[config.mk]
export PLATFORM = sky130hd
export DESIGN_NAME = i2c_bus_monitor
export DESIGN_NICKNAME = d
export VERILOG_FILES = /design/src/rtl/i2c_bus_monitor.sv
export SDC_FILE = /design/constraint.sdc
export NUM_CORES = 1
export LEC_CHECK = 0
export CORE_MARGIN = 2
export CORE_UTILIZATION = 50
export CTS_CLUSTER_SIZE = 25
export DETAILED_ROUTE_END_ITERATION = 10
export PLACE_DENSITY = 0.84
export SLEW_MARGIN = 20
export SYNTH_ARGS = -nofsm -noshare
export SYNTH_HDL_FRONTEND = slang
export SYNTH_SLANG_ARGS = --single-unit
[constraint.sdc]
create_clock -name ICE_CLK -period 2 [get_ports ICE_CLK]
set_input_delay 0.2 -clock ICE_CLK [delete_from_list [all_inputs] [get_ports ICE_CLK]]
set_output_delay 0.2 -clock ICE_CLK [all_outputs]
set_load 0.05 [all_outputs]
[src/rtl/i2c_bus_monitor.sv]
// i2c_bus_monitor: observe-only I2C decoder emitting {first, ack, byte} events.
// Define I2C_MON_FIFO_EN to queue events in a FIFO_DEPTH-entry FIFO; otherwise a single output register is used.
module i2c_bus_monitor #(
   parameter int FILT_CYCLES = 3,
   parameter int FIFO_DEPTH  = 4
) (
   input  logic       ICE_CLK,
   input  logic       rst,
   input  logic       scl_in,
   input  logic       sda_in,
   output logic       ev_valid,
   input  logic       ev_ready,
   output logic [7:0] ev_data,
   output logic       ev_ack,
   output logic       ev_first,
   output logic       bus_busy,
   output logic       overflow,
   output logic       stop_seen
);
   typedef enum logic [1:0] {IDLE, DATA, ACK} state_t;
   state_t     state;
   logic [1:0] s1, s2, f, fd;   // bit 1 = SCL, bit 0 = SDA
   logic [3:0] cnt [2];
   logic [2:0] bit_cnt;
   logic [7:0] shreg;
   logic       first;
   logic       scl_rise, sda_rise, sda_fall, start, stop, push, pop;
   logic [9:0] push_ev;
   always_ff @(posedge ICE_CLK) begin
      if (rst) begin
         s1  <= 2'b11;
         s2  <= 2'b11;
         f   <= 2'b11;
         fd  <= 2'b11;
         cnt <= '{default: '0};
      end else begin
         s1 <= {scl_in, sda_in};
         s2 <= s1;
         fd <= f;
         for (int i = 0; i < 2; i++) begin
            if (s2[i] == f[i]) cnt[i] <= '0;
            else if (cnt[i] == 4'(FILT_CYCLES - 1)) begin
               f[i]   <= s2[i];
               cnt[i] <= '0;
            end else cnt[i] <= cnt[i] + 4'd1;
         end
      end
   end
   assign scl_rise = f[1] & ~fd[1];
   assign sda_rise = f[0] & ~fd[0];
   assign sda_fall = ~f[0] & fd[0];
   assign start    = sda_fall & f[1];
   assign stop     = sda_rise & f[1];
   always_ff @(posedge ICE_CLK) begin
      if (rst) begin
         state     <= IDLE;
         bit_cnt   <= '0;
         shreg     <= '0;
         first     <= 1'b0;
         bus_busy  <= 1'b0;
         stop_seen <= 1'b0;
      end else begin
         stop_seen <= stop;
         if (start) begin
            state    <= DATA;
            bit_cnt  <= '0;
            first    <= 1'b1;
            bus_busy <= 1'b1;
         end else if (stop) begin
            state    <= IDLE;
            bit_cnt  <= '0;
            bus_busy <= 1'b0;
         end else if (scl_rise && state == DATA) begin
            shreg   <= {shreg[6:0], f[0]};
            bit_cnt <= bit_cnt + 3'd1;
            if (bit_cnt == 3'd7) state <= ACK;
         end else if (scl_rise && state == ACK) begin
            state <= DATA;
            first <= 1'b0;
         end
      end
   end
   // the ninth SCL rise carries the ACK level straight into the event
   assign push    = scl_rise && state == ACK && !start && !stop;
   assign push_ev = {first, f[0], shreg};
   assign pop     = ev_valid && ev_ready;
`ifdef I2C_MON_FIFO_EN
   localparam int AW = $clog2(FIFO_DEPTH);
   logic [9:0]    mem [FIFO_DEPTH];
   logic [AW-1:0] wp, rp;
   logic [AW:0]   count;
   logic          full, wr;
   assign full     = count == (AW+1)'(FIFO_DEPTH);
   assign wr       = push && (!full || pop);
   assign ev_valid = count != '0;
   assign {ev_first, ev_ack, ev_data} = mem[rp];
   always_ff @(posedge ICE_CLK) begin
      if (rst) begin
         mem      <= '{default: '0};
         wp       <= '0;
         rp       <= '0;
         count    <= '0;
         overflow <= 1'b0;
      end else begin
         if (wr) begin
            mem[wp] <= push_ev;
            wp      <= wp + AW'(1);
         end
         if (pop) rp <= rp + AW'(1);
         count <= count + (AW+1)'(wr) - (AW+1)'(pop);
         if (push && full && !pop) overflow <= 1'b1;
      end
   end
`else
   logic [9:0] ev_reg;
   logic       unused_fifo_depth;
   assign unused_fifo_depth = ^FIFO_DEPTH;
   assign {ev_first, ev_ack, ev_data} = ev_reg;
   always_ff @(posedge ICE_CLK) begin
      if (rst) begin
         ev_valid <= 1'b0;
         ev_reg   <= '0;
         overflow <= 1'b0;
      end else begin
         if (push && (!ev_valid || pop)) begin
            ev_valid <= 1'b1;
            ev_reg   <= push_ev;
         end else if (pop) ev_valid <= 1'b0;
         if (push && ev_valid && !pop) overflow <= 1'b1;
      end
   end
`endif
endmodule

### Yosys cells after proc, flatten, opt, wreduce, memory -nomap -nowiden

Cells that the tools add are included.

* logic and storage cells: 83
* bits of input ports: 5
* bits in registers: 44
* output and inout port bits: 14

* mux-type cells: 13
* bitwise logic cells: 12
* eq/ne operators: 11
* add/sub/neg operators: 3
* reduce and logical (&&, ||, !) cells: 27

Operators by type and width (count)
* two-way mux 1 bit: 10
* OR reduction 3 bit: 3
* adder 4 x 1 -> 4 bit (second input constant): 2
* == test 4 x 2 -> 1 bit (second input constant): 2
* logical AND 1 bit: 8
* AND reduction 2 bit: 4
* nonzero test 2 bit: 4
* inverter 1 bit: 7
* two-way mux 2 bit: 3
* AND reduction 3 bit: 2
* bitwise AND 1 bit: 5
* zero test 1 bit: 4
* inequality test 2 bit (second input constant): 2
* inequality test 4 x 3 -> 1 bit (second input constant): 1
* nonzero test 4 bit: 1
* adder 3 x 1 -> 3 bit (second input constant): 1
* == test 3 bit (second input constant): 1
* == test 1 bit: 2
* == test 2 x 1 -> 1 bit (second input constant): 1
* == test 2 bit (second input constant): 1
* inequality test 2 x 1 -> 1 bit (second input constant): 1
* logical OR 1 bit: 1

### Depth between registers and ports, before layout

Gate-level depths: netlist of run 1.

* depth in word-level cells: 8
* depth in mapped cells: 5
* depth with buffers taken out: 5

### Least setup slack after synthesis of run 1

Ideal clock, no wire load.

* path type: flip-flop to flip-flop
* start point: register ev_valid
* end point: register ev_reg[0]
* setup time: 118 ps
* path buffers: 1
* data arrival time: 1310 ps
* cell stages (with the launch flop): 5
* setup slack: 572 ps
* clock period less this slack: 1428 ps
* required time: 1882 ps
* path through: dfxtp_1 -> nor2b_1 -> and4b_4 -> buf_12 -> mux2i_1

* longest elaborated chain between the ends: 3
* elaborated cells between the ends (all ways): 4
* those cells by class: 4 x reduce/logical

RTL lines
* from (decl): line 11 `output logic ev_valid,`
* from (signal assigned): line 121 `ev_valid <= 1'b0;`
* from (signal assigned): line 126 `ev_valid <= 1'b1;`
* from (signal assigned): line 128 `end else if (pop) ev_valid <= 1'b0;`
* zero test 1 bit / logical AND 1 bit (equally long branches): line 125, 86
* logical OR 1 bit *: line 125 `if (push && (!ev_valid || pop)) begin`
* logical AND 1 bit *: line 125
* to (signal assigned): line 127 `ev_reg <= push_ev;`
* to (decl): line 115 `logic [9:0] ev_reg;`

Mark *: on every way between the ends. The rest lies on a longest branch, timed or not.
A chain may end at the register's enable or synchronous reset.

### Worst setup path in the final report of run 1

* start point: register ev_reg[9]
* end point: output ev_first

RTL lines
* to (decl): line 15 `output logic ev_first,`

No word-level cell between the ends.

==> flow_metrics.py, run 1 <==
metrics = {
    "floorplan": {
        "initial_core_util_pct": 52.4,
        "die_y_um": 63.1,
        "dieArea_sq_mm": 0.00399,
        "coreArea_sq_mm": 0.00334,
        "ios": 19,
        "die_w_um": 63.1,
        "fp-row-count": 21,
    },
    "global_routing": {
        "grt_max_degree": 24,
        "grt_pass1_vias": 1192,
        "grtUsageTotal_pct": 16.2,
        "grt_overflow": 0,
        "gr-usage-met3_pct": 4.29,
        "grtUsageMet1_pct": 19.1,
        "grt_most_used_layer": "met2",
        "use_met2_pct": 25.3,
        "antenna_found_initial": 0,
        "grt_pass1_wl_mm": 4.91,
    },
    "logic_synthesis": {
        "syn_area_sq_mm": 0.00175,
        "ys.warnings.count": 0,
        "synth.area.mux_share_pct": 6.87,
        "yosysSeqAreaShare_pct": 50.4,
        "synth.avg_cell_area_sq_um": 9.66,
        "syn_nets": 192,
        "syn_inst": 181,
        "synth_xor_area_share_pct": 4.51,
        "synth_area_leaders": "dfxtp_1, mux2i_1, nand2_1",
        "ys_ff_latch": 44,
        "synth_top_area_share_pct": 50.4,
        "synth_cell_types": 33,
        "synth_compound_area_share_pct": 8.73,
        "synthAdderAreaFrac_pct": 4.29,
        "synthSimpleGateAreaFrac_pct": 20.7,
        "synth_top_area_cell": "dfxtp_1",
        "synth_top_family_by_area": "simple AND/OR/NAND/NOR gates",
    },
    "place": {
        "place_congestion": 0.761,
        "hpwl_mm": 1.97,
        "io_buffers": 18,
    },
    "critical_path": {
        "path_delay_family": "buffers and inverters",
        "crit_buf_inv": 1,
        "cp_max_fo": 2,
        "start_kind": "register",
        "critPathKind": "register to output port",
        "critPathCaptureType": "output port",
        "slowest_stage": "clkdlybuf4s50_1",
        "crit_chain": "clkdlybuf4s50_1",
        "cp_slowest_stage_delay_ps": 810,
        "worstPathArrival_ps": 1530,
        "cp.required_ps": 1800,
    },
    "flow_run": {
        "maxCapViolCount": 0,
    },
    "cts": {
        "clkTransAtPathRegs_ps": 120,
        "numCtsBuffers": 5,
        "clkSinkCount": 44,
        "cts_hold_buf": 0,
        "post_cts_buffers": 0,
        "clkLatencyLatePin_ps": 360,
        "cts_tree": "yes",
        "cts.htree.levels": 2,
        "root_buffer": "clkbuf_4",
        "cts_resized": 0,
        "clk_path_buf_depth": 2,
    },
    "timing": {
        "rsz0062_at_grt": "no",
        "hold_ws_ps": 397,
        "tightest_slew_ps": 660,
        "period_minus_slack_ps": 1730,
        "final-hold-violation-count": 0,
        "fin_skew_ps": 9.28,
        "max_freq_mhz": 578,
        "maxSlewHeadroom_pct": 55.9,
        "setup_viol": 0,
        "fin_setup_tns_ps": 0,
        "final_max_slew_viol_count": 0,
        "fin_crit_sh_pct": 86.6,
    },
    "drt": {
        "ant_nets": 0,
        "wirelength_mm": 2.76,
        "vias": 1241,
        "drc_errors": 0,
        "drt_iter0_markers": 77,
        "dr.pass1.iters": 4,
        "post_drt_wl_per_cell_um": 11.2,
        "routed_via_density": 5.07,
    },
    "pwr": {
        "power.density_mw_per_mm2": 746,
        "ir_drop_mv": 0.420,
        "power_leakage_uw": 0.000707,
    },
    "final_layout": {
        "fin_util_pct": 60.9,
        "drive_gt1_share_pct": 10.1,
        "antenna_cells": 0,
        "layout_common_cells": "dfxtp_1, nand2_1, clkdlybuf4s50_1",
        "final_common_cell": "dfxtp_1",
        "area_growth_pct": 16.2,
        "n_fill_cell": 301,
        "num-nets-final": 209,
        "largest_reg_flops": 10,
    },
    "status": {
        "run_status": "completed",
    },
    "worst_hold_path": {
        "hold_path_class": "input pin to register",
    },
}
per-layer routing:
layer	vias up	part of all wire, %
li1	648	-
met1	555	47
met2	32	45
met3	6	5.6
met4	0	2.1
met5	-	0
power by group:
part	internal [uW]	switching (uW)	total, uW
clock	332	269	601
sequential	881	2.74	884
combinational	14.3	18.0	32.3
per-stage QoR:
step                instances  setup slack, ps  area (sq um)  power [uW]
floorplan                 181              572          1750         923
CTS                       245              242          2030        1540
global route              245              206          2030        1590
global placement          237              514          1940         936
detailed placement        237              421          1940         937
finish                    245              269          2030        1520
synth_stat cells:
master and instances:
dfxtp_1 44, nand2_1 27, mux2i_1 12, nor2_1 12
a21oi_1 11, nand3_1 11, o21ai_0 8, ha_1 6
or2_2 6, xnor2_1 6, clkbuf_1 4, inv_1 4
buf_2 3, xor2_1 3, a31oi_1 2, nand3b_1 2
nor2b_1 2, nor3b_1 2, or3_1 2, a21boi_0 1
a21o_2 1, a311oi_1 1, a41oi_1 1, and4b_4 1
and4bb_2 1, buf_1 1, buf_12 1, buf_6 1
nand2b_1 1, nand4bb_1 1, nor3_1 1, nor3b_4 1
o2111a_1 1
path summary, 6_finish.rpt:
| kind | startpoint | end | slack, ps | cells past startpoint |
|---|---|---|---|---|
| worst max-delay path | ev_reg[9]$_SDFFE_PP0P_ | ev_first | 270 | 1 |
| worst min-delay path | scl_in | s1[1]$_SDFF_PP1_ | 400 | 2 |
| worst max register to register | f[0]$_SDFFE_PP1P_ | ev_reg[5]$_SDFFE_PP0P_ | 410 | 3 |
| worst min register to register | s1[0]$_SDFF_PP1_ | s2[0]$_SDFF_PP1_ | 420 | 1 |
area by class of cell:
cell class / instances / area, sq um / share of cell area (%)
Clock buffer: 7 / 65.1 / 3.20
Clock inverter: 1 / 30.0 / 1.48
Inverter: 4 / 15.0 / 0.739
Multi-Input combinational cell: 123 / 788 / 38.8
Sequential cell: 44 / 881 / 43.3
Tap cell: 46 / 57.6 / 2.83
Timing Repair Buffer: 20 / 195 / 9.61
cells by family (layout without fill, tap and decap cells):
| group | Yosys count | in the layout |
|---|---|---|
| simple gates | 70 | 70 |
| flops | 44 | 44 |
| compound gates | 26 | 26 |
| buf+inv | 14 | 32 |
| mux | 12 | 12 |
| xor+xnor | 9 | 9 |
| fa+ha+maj | 6 | 6 |
Power figures use the tool's default switching activity.
==> inputs of run 2 (changes only) <==
--- a/config.mk
+++ b/config.mk
@@ -6,10 +6,10 @@
 export NUM_CORES = 1
 export LEC_CHECK = 0
 export CORE_MARGIN = 2
-export CORE_UTILIZATION = 50
+export CORE_UTILIZATION = 49
 export CTS_CLUSTER_SIZE = 25
 export DETAILED_ROUTE_END_ITERATION = 10
-export PLACE_DENSITY = 0.84
+export PLACE_DENSITY = 0.86
 export SLEW_MARGIN = 20
 export SYNTH_ARGS = -nofsm -noshare
 export SYNTH_HDL_FRONTEND = slang
==> constraint.sdc (replaced) <==
create_clock -name ICE_CLK -period 1.55 [get_ports ICE_CLK]
set_input_delay 0.155 -clock ICE_CLK [delete_from_list [all_inputs] [get_ports ICE_CLK]]
set_output_delay 0.155 -clock ICE_CLK [all_outputs]
set_load 0.05 [all_outputs]
==> run 2 against run 1 <==
Register-to-register slack got worse by 240 ps. Clock skew down 0.69 ps. Flip-flop and latch count stayed put. Die area is 1.9% higher. Design area down 1.2%. Sequential power grew 29%. Critical path type is now register to register. Setup slack lost 100 ps.
==> flow_metrics.py, run 2 (synthesis gave the netlist of run 1 again) <==
metrics = {
    "cts": {
        "numCtsBuffers": 5,
        "root_buffer": "clkbuf_4",
        "cts_resized": 0,
        "cts_tree": "yes",
        "clkLatencyLatePin_ps": 360,
        "clk_path_buf_depth": 2,
        "cts.htree.levels": 2,
        "clkSinkCount": 44,
        "clkTransAtPathRegs_ps": 120,
        "cts_hold_buf": 0,
        "post_cts_buffers": 0,
    },
    "global_routing": {
        "antenna_found_initial": 0,
        "grt_pass1_vias": 1209,
        "grtUsageTotal_pct": 16.4,
        "grt_pass1_wl_mm": 5.15,
        "grt_overflow": 0,
        "grt_max_degree": 24,
    },
    "critical_path": {
        "reg2reg_depth": 5,
        "critPathKind": "register to register",
        "r2r_end": "cnt[2]$_SDFF_PP0_",
        "start_kind": "register",
        "reg2reg_setup_slack_ps": 170,
        "worstPathArrival_ps": 1690,
        "cp.required_ps": 1860,
        "reg2reg_from": "cnt[0]$_SDFF_PP0_",
        "cp_max_fo": 4,
        "critPathCaptureType": "register",
    },
    "worst_hold_path": {
        "hold_depth": 2,
        "holdPathEnd": "s1[1]$_SDFF_PP1_",
        "worstHoldStart": "scl_in",
        "hold_path_class": "input pin to register",
    },
    "flow_run": {
        "maxCapViolCount": 0,
    },
    "place": {
        "pre_cts_slack_ps": 78.9,
        "io_buffers": 18,
        "place_congestion": 0.759,
        "hpwl_mm": 2.01,
    },
    "pwr": {
        "ir_drop_mv": 0.755,
        "power_switching_uw": 388,
        "p_int_uw": 1380,
        "power_leakage_uw": 0.000751,
        "p_comb_share_pct": 2.6,
        "pwr-share-seq_pct": 64.7,
        "power.density_mw_per_mm2": 878,
        "p_sw_share_pct": 22.0,
        "clock_power_share_pct": 32.7,
    },
    "floorplan": {
        "initial_core_util_pct": 51.6,
        "die_y_um": 63.7,
        "ios": 19,
        "coreArea_sq_mm": 0.00339,
        "dieArea_sq_mm": 0.00406,
        "fp-row-count": 21,
        "die_w_um": 63.7,
    },
    "timing": {
        "hold_ws_ps": 350,
        "fin_setup_tns_ps": 0,
        "period_minus_slack_ps": 1380,
        "maxSlewHeadroom_pct": 59.2,
        "layout_setup_ws_ps": 169,
        "tightest_slew_ps": 612,
        "final_max_slew_viol_count": 0,
        "fin_skew_ps": 8.58,
        "final-hold-violation-count": 0,
        "max_freq_mhz": 724,
        "rsz0062_at_grt": "no",
        "fin_crit_sh_pct": 89.1,
        "setup_viol": 0,
    },
    "drt": {
        "drt_iter0_markers": 72,
        "drc_errors": 0,
        "wirelength_mm": 2.84,
        "vias": 1272,
        "ant_nets": 0,
        "dr.pass1.iters": 5,
        "routed_via_density": 5.07,
        "post_drt_wl_per_cell_um": 11.3,
    },
    "final_layout": {
        "area_growth_pct": 14.8,
        "drive_gt1_share_pct": 19.5,
        "layout_common_cells": "dfxtp_1, nand2_1, buf_4",
        "num-nets-final": 215,
        "n_fill_cell": 303,
        "antenna_cells": 0,
        "largest_reg_flops": 10,
        "final_common_cell": "dfxtp_1",
    },
    "status": {
        "run_status": "completed",
    },
}
[run 2: cell types whose count changed in the layout (fill, tap and decap cells not counted), sizes merged]
| cell | previous run | this run |
|---|---|---|
| bufinv | 1 | 0 |
| clkdlybuf4s50 | 18 | 4 |
| clkinv | 0 | 2 |
| buf | 2 | 22 |
| clkbuf | 7 | 6 |
[run 2: stage by stage]
stage	instances	utilization, %	total power [uW]	cell area, sq um
2_1_floorplan	181	-	1190	1750
3_3_place_gp	243	57.4	1210	1950
3_5_place_dp	243	57.4	1210	1950
4_1_cts	251	59.2	1780	2010
5_1_grt	251	59.2	1850	2010
6_report	251	59.2	1760	2010
[run 2: worst max-delay path, stage by stage (launching register included)]
cell	delay, ps
dfxtp_1	390
inv_1	60
ha_1	190
nor3b_1	160
or3_1	410
nor2_1	120
[run 2: layer usage]
| layer | wire, um | track usage [%] |
|---|---|---|
| met5 | 0 | 0 |
| met4 | 78 | 11.1 |
| met3 | 173 | 4.58 |
| met2 | 1270 | 26.1 |
| met1 | 1320 | 19.2 |
[run 2: power by group through the flow]
stage	sequential, uW	clock (uW)	combinational, uW
after floorplan	1170	0	25.5
after global placement	1170	0	45.0
after detailed placement	1170	0	46.4
after CTS	1140	596	46.6
after global routing	1140	650	52.7
final	1140	576	45.8
[run 2: final cells by class]
cell class	count	area, sq um	area share (%)
Clock inverter	2	10.0	0.498
Inverter	4	15.0	0.748
Timing Repair Buffer	26	205	10.2
Sequential cell	44	881	43.9
Tap cell	46	57.6	2.87
Multi-Input combinational cell	123	788	39.3
Clock buffer	6	51.3	2.55
[run 2: worst max path at each step]
| stage | slack [ps] | endpoint | startpoint | cells after the start |
|---|---|---|---|---|
| finish | 170 | cnt[2]$_SDFF_PP0_ | cnt[0]$_SDFF_PP0_ | 5 |
| floorplan | 120 | ev_reg[0]$_SDFFE_PP0P_ | ev_valid$_SDFFE_PP0P_ | 4 |
| CTS | 160 | cnt[2]$_SDFF_PP0_ | cnt[0]$_SDFF_PP0_ | 5 |
| detailed placement | 80 | ev_reg[1]$_SDFFE_PP0P_ | ev_ready | 4 |
| global route | 70 | cnt[0]$_SDFF_PP0_ | cnt[0]$_SDFF_PP0_ | 5 |
| global placement | 140 | ev_reg[9]$_SDFFE_PP0P_ | ev_ready | 4 |
